## src/rtl/input_page_loader.sv

```systemverilog
// ---------------------------------------------------------------------------
// input_page_loader
//
// Upstream feeder for ProcessA's paged input memory. Words arriving on a
// valid/ready stream are written into the current page of a paged BRAM. Each
// event (terminated by s_last) closes its page: the entry count and bx tag
// are queued, and the page is handed to ProcessA through a start/done
// handshake. When ProcessA reports done, the page is retired.
//
// Optional feature: define LOADER_DROP_COUNT_EN to add the drop_cnt output,
// a saturating count of words dropped because their page was full.
//
// Ports
//   clk       clock
//   reset     asynchronous, active-low reset
//   s_valid   input word valid
//   s_ready   loader can accept a word (occupied pages < PAGES)
//   s_data    input word
//   s_last    last word of the event
//   s_bx      bx tag of the event, sampled with s_last
//   mem_ena   BRAM port-A enable
//   mem_wea   BRAM port-A write enable
//   mem_addr  BRAM write address within the page
//   mem_page  BRAM write page
//   mem_din   BRAM write data
//   start     ap_start to ProcessA (level)
//   done_in   ap_done from ProcessA
//   nent_out  entry count of the page being processed
//   page_rd   page ProcessA reads
//   bx_out    bx tag of the page being processed
//   overflow  sticky flag: a word was dropped because its page was full
//   drop_cnt  saturating dropped-word count (LOADER_DROP_COUNT_EN only)
// ---------------------------------------------------------------------------
module input_page_loader #(
    parameter int DATA_W = 32,
    parameter int ADDR_W = 4,
    parameter int PAGE_W = 2,
    parameter int NENT_W = 6,
    parameter int BX_W   = 2
) (
    input  logic              clk,
    input  logic              reset,
    input  logic              s_valid,
    output logic              s_ready,
    input  logic [DATA_W-1:0] s_data,
    input  logic              s_last,
    input  logic [BX_W-1:0]   s_bx,
    output logic              mem_ena,
    output logic              mem_wea,
    output logic [ADDR_W-1:0] mem_addr,
    output logic [PAGE_W-1:0] mem_page,
    output logic [DATA_W-1:0] mem_din,
    output logic              start,
    input  logic              done_in,
    output logic [NENT_W-1:0] nent_out,
    output logic [PAGE_W-1:0] page_rd,
    output logic [BX_W-1:0]   bx_out,
    output logic              overflow
`ifdef LOADER_DROP_COUNT_EN
    ,
    output logic [7:0]        drop_cnt
`endif
);

    localparam int DEPTH = 1 << ADDR_W;
    localparam int PAGES = 1 << PAGE_W;
    localparam logic [NENT_W-1:0] DEPTH_N = NENT_W'(DEPTH);
    localparam logic [PAGE_W:0]   PAGES_O = (PAGE_W + 1)'(PAGES);

    typedef enum logic {IDLE, RUN} state_t;

    state_t state, stateNext;

    logic [PAGE_W-1:0] wrPtr, rdPtr, rdPtrNext;
    logic [PAGE_W:0]   occ, occNext;
    logic [NENT_W-1:0] cnt, finalCnt;

    logic [NENT_W-1:0] nentQ [PAGES];
    logic [BX_W-1:0]   bxQ   [PAGES];

    logic accept, store, drop, close, retire;

    logic              loadOut;
    logic [PAGE_W-1:0] loadPage;
    logic [NENT_W-1:0] loadNent;
    logic [BX_W-1:0]   loadBx;

    // Stall only when every page is waiting for ProcessA.
    assign s_ready   = (occ < PAGES_O);
    assign accept    = s_valid & s_ready;
    // cnt never exceeds DEPTH, so a word is either stored or dropped.
    assign store     = accept & (cnt < DEPTH_N);
    assign drop      = accept & (cnt == DEPTH_N);
    assign close     = accept & s_last;
    assign finalCnt  = store ? cnt + NENT_W'(1) : cnt;
    assign retire    = (state == RUN) & done_in;
    assign rdPtrNext = rdPtr + PAGE_W'(1);

    // A close and a retire on the same edge cancel out.
    always_comb begin
        occNext = occ;
        if (close && !retire) begin
            occNext = occ + (PAGE_W + 1)'(1);
        end else if (!close && retire) begin
            occNext = occ - (PAGE_W + 1)'(1);
        end
    end

    // ---- write path and page bookkeeping ----
    always_ff @(posedge clk or negedge reset) begin
        if (!reset) begin
            wrPtr    <= '0;
            rdPtr    <= '0;
            occ      <= '0;
            cnt      <= '0;
            mem_ena  <= 1'b0;
            mem_wea  <= 1'b0;
            mem_addr <= '0;
            mem_page <= '0;
            mem_din  <= '0;
            overflow <= 1'b0;
        end else begin
            mem_ena <= store;
            mem_wea <= store;
            if (store) begin
                mem_addr <= cnt[ADDR_W-1:0];
                mem_page <= wrPtr;
                mem_din  <= s_data;
            end
            if (drop) begin
                overflow <= 1'b1;
            end
            if (close) begin
                wrPtr <= wrPtr + PAGE_W'(1);
                cnt   <= '0;
            end else if (store) begin
                cnt <= cnt + NENT_W'(1);
            end
            occ <= occNext;
            if (retire) begin
                rdPtr <= rdPtrNext;
            end
        end
    end

    // Per-page descriptors; contents are only read for occupied pages.
    always_ff @(posedge clk) begin
        if (close) begin
            nentQ[wrPtr] <= finalCnt;
            bxQ[wrPtr]   <= s_bx;
        end
    end

    // ---- FSM: state register ----
    always_ff @(posedge clk or negedge reset) begin
        if (!reset) begin
            state <= IDLE;
        end else begin
            state <= stateNext;
        end
    end

    // ---- FSM: next state ----
    always_comb begin
        stateNext = state;
        case (state)
            IDLE: if (occ != '0) stateNext = RUN;
            RUN:  if (done_in && (occNext == '0)) stateNext = IDLE;
            default: stateNext = IDLE;
        endcase
    end

    // ---- FSM: outputs ----
    always_comb begin
        loadOut  = 1'b0;
        loadPage = rdPtr;
        case (state)
            IDLE: begin
                if (occ != '0) begin
                    loadOut  = 1'b1;
                    loadPage = rdPtr;
                end
            end
            RUN: begin
                if (done_in && (occNext != '0)) begin
                    loadOut  = 1'b1;
                    loadPage = rdPtrNext;
                end
            end
            default: loadOut = 1'b0;
        endcase
    end

    // The next page to present may be closing on this very edge (close and
    // done with one page occupied); its descriptor is not yet in the queue,
    // so take it straight from the close path.
    always_comb begin
        if (close && (wrPtr == loadPage)) begin
            loadNent = finalCnt;
            loadBx   = s_bx;
        end else begin
            loadNent = nentQ[loadPage];
            loadBx   = bxQ[loadPage];
        end
    end

    assign start = (state == RUN);

    always_ff @(posedge clk or negedge reset) begin
        if (!reset) begin
            nent_out <= '0;
            page_rd  <= '0;
            bx_out   <= '0;
        end else if (loadOut) begin
            nent_out <= loadNent;
            page_rd  <= loadPage;
            bx_out   <= loadBx;
        end
    end

`ifdef LOADER_DROP_COUNT_EN
    always_ff @(posedge clk or negedge reset) begin
        if (!reset) begin
            drop_cnt <= 8'd0;
        end else if (drop && (drop_cnt != 8'hFF)) begin
            drop_cnt <= drop_cnt + 8'd1;
        end
    end
`endif

endmodule

```

## config.mk

```make
export PLATFORM = sky130hd
export DESIGN_NAME = input_page_loader
export DESIGN_NICKNAME = d
export VERILOG_FILES = /design/src/rtl/input_page_loader.sv
export SDC_FILE = /design/constraint.sdc
export NUM_CORES = 1
export LEC_CHECK = 0
export BUFFER_PORTS_ARGS = -buffer_cell sky130_fd_sc_hd__buf_4
export CAP_MARGIN = 20
export CORE_MARGIN = 5
export CORE_UTILIZATION = 27
export DETAILED_ROUTE_END_ITERATION = 6
export PLACE_DENSITY = 0.56
export SETUP_SLACK_MARGIN = 0.4
export SKIP_LAST_GASP = 1
export SYNTH_ARGS = -nofsm -noshare
export SYNTH_HDL_FRONTEND = slang
export SYNTH_SLANG_ARGS = --single-unit
```

## constraint.sdc

```tcl
create_clock -name clk -period 2.7 [get_ports clk]
set_input_delay 0 -clock clk [delete_from_list [all_inputs] [get_ports clk]]
set_output_delay 0 -clock clk [all_outputs]
set_load 0.01 [all_outputs]
```

==> results.toml <==
[layout]
final_cell_mix = "106 x buf_4, 62 x dfrtp_1, 39 x mux2_2"
fin_cells = 660
nets = 487
layout_commonest_cell = "buf_4"
post-route-cell-area_um2 = 6130
fillers = 1551
syn_to_final_growth_pct = 38.5
diodes = 0
multi_input_area_um2 = 1770
seq_area_um2 = 2560
drive_gt1_share_pct = 46.4

[grt]
grt_max_degree = 65
grt-ovfl-total = 0
antenna_found_initial = 0
grt_pass1_vias = 3165
grt_use_total_pct = 11.1
grt_pass1_wl_mm = 17.1

[setup_path]
crit_type = "flop to flop"
crit_path_start_kind = "flop"
cp_max_fo = 5
crit_chain = "inv_4 -> ha_4 -> a211oi_4 -> a21oi_4 -> buf_12 -> mux4_2 -> mux2_2 -> mux2i_1 -> o21ai_1"
crit_slowest_cell = "dfrtp_2"
critPathRequiredTime_ps = 2920
rrSetupSlack_ps = 390
startpoint = "occ[0]"
end_kind = "flop"
crit_arrival_ps = 2530
critical_path.max_stage_delay_ps = 440
reg2reg_from = "occ[0]"
cp_top_family = "multiplexers"
crit_buf_inv = 2

[synthesis]
synthTopCellsByArea = "dfrtp_1 36%, edfxtp_1 22%, mux2_2 10%"
synthCells = 298
yosysTopAreaCell = "dfrtp_1"
yosysWarnings = 0
syn_area_um2 = 4420
syn_avg_cell_area_um2 = 14.8
ys_seq_area_share_pct = 57.9
ys_types = 49
synth_top_area_share_pct = 36.2
synth_seq_cells = 96
synth_nets = 346

[pwr]
p_leak_nw = 2.57
powerDensity_nw_per_um2 = 1140
vdd_drop_max_v = 0.000460

[clock_tree]
h-tree-depth = 3
cts_max_path_buffers = 2
cts_tree = "done"
insertion_delay_ps = 340
cts_buffers = 9
cts.sinks = 96
path_clk_slew_ps = 70
cts-root-buf = "clkbuf_16"

[run]
cap_violations = 0

[drt]
first_pass_iters = 4
wire_per_inst_um = 15.7
drt_iter0_markers = 133
via_count = 2889
remaining_drc_errors = 0
vias_per_cell = 4.38
ant_nets = 0
drt_wl_total_mm = 10.4

[placement]
gp_congestion = 0.750
hpwl_mm = 6.69
dp.cells = 593
dpl_cell_area_um2 = 5300
portBuffers = 91

[sta]
finalClockSkew_ps = 13.2
finalCritPeriodShare_pct = 85.6
period_needed_ps = 2310
setup_viol = 0
max_slew_margin_pct = 42.7
drv_slew = 0
hold_viol_final = 0
setup_tns_ps = 0
rsz0062_at_grt = "yes"
timing.fmax_mhz = 433
worst_pin_slew_ps = 859

[status]
status = "completed"

[hold_path]
hold_start = "done_in"
min_path_type = "input port to flop"

[die]
start_util_pct = 27.7
pin_count = 92
die_width_um = 138
dieArea_um2 = 19000
fp-row-count = 46
design.core.area_um2 = 16000
die_y_um = 138
[worst paths after layout]
check,to,cells after the start
worst max-delay path,nent_out[5],9
worst min-delay path,occ[2],3
worst max register to register,nent_out[5],9
worst min register to register,overflow,1
max in group asynchronous,occ[0],2
min in group asynchronous,rdPtr[0],2
[Yosys cell counts, drive strengths merged]
library cell  number
a31oi              3
inv               15
nor3b              2
nor2              21
buf               10
nand3              3
mux2              41
o31ai              2
edfxtp            32
dfrtp             64
mux4              16
a41oi              1
a21oi              9
xnor2              9
clkbuf             7
and2b              1
xor2               2
o21bai             5
and3b              1
a41o               1
a211oi             1
o211ai             1
a21o               1
nand3b             1
and2               6
o32a               1
nor3               1
nand4              1
o21ai              6
a22o               5
mux2i              4
ha                 9
a2111oi            1
and4bb             2
nand2             11
nor2b              1
a221o              1
[metal layers]
| metal | vias up | wire length, um | global-route usage [%] |
|---|---|---|---|
| li1 | 1368 | - | - |
| met1 | 1423 | 4380 | 13.5 |
| met2 | 86 | 5180 | 18.8 |
| met3 | 12 | 679 | 4.31 |
| met4 | 0 | 116 | 2.50 |
| met5 | - | 0 | 0 |
[worst register-to-register path: cells and delay by family (launching register included)]
family | cells | cell delay, ps
AO/OA/AOI/OAI | 3 | 500
adder cells (fa/ha/maj) | 1 | 210
multiplexers | 3 | 810
buffers and inverters | 2 | 240
flip-flops | 1 | 440
[state kept, by name, summed over array words and instances, names as in the netlist, 3 cells and up]
signal and flops:
mem_din 32, nentQ 24, bxQ 8, cnt 6, nent_out 6, mem_addr 4, occ 3
[through the flow]
stage,setup WS (ps),util [%],hold slack [ps],power (mW)
4_1_cts,398,38.0,40.0,6.91
5_1_grt,285,38.3,68.4,7.47
2_1_floorplan,421,-,-296,4.37
3_5_place_dp,154,33.1,177,5.36
6_report,390,38.3,77.4,6.96
3_3_place_gp,193,33.1,170,5.29
[where the power goes]
group	total [mW]	internal, mW	switching (mW)	leakage [nW]
Clock	1.16	0.618	0.537	0.124
Combinational	3.41	1.86	1.55	1.40
Sequential	2.40	2.04	0.358	1.05
[kinds of logic after synthesis]
logic type,after synthesis,share of synthesized area [%]
flops,96,57.9
mux,61,20.0
simple gates,51,6.19
compound gates,38,6.93
buf+inv,32,4.24
xor+xnor,11,2.18
fa+ha+maj,9,2.55
[area by class of cell]
| cell class | count | area share [%] |
|---|---|---|
| Timing Repair Buffer | 146 | 19.7 |
| Multi-Input combinational cell | 171 | 28.8 |
| Sequential cell | 96 | 41.8 |
| Inverter | 15 | 0.959 |
| Tap cell | 216 | 4.41 |
| Clock inverter | 6 | 0.551 |
| Clock buffer | 10 | 3.74 |
[repair_timing]
action	4_1_cts	5_1_grt
hold buffers	35	0
setup buffers	10	4
endpoints found under the hold margin	106	0
pin swaps	4	2
setup endpoints to repair	10	12
gates cloned	1	1
gates resized for setup	13	10
Note: power is estimated with default switching activity, not from simulation.
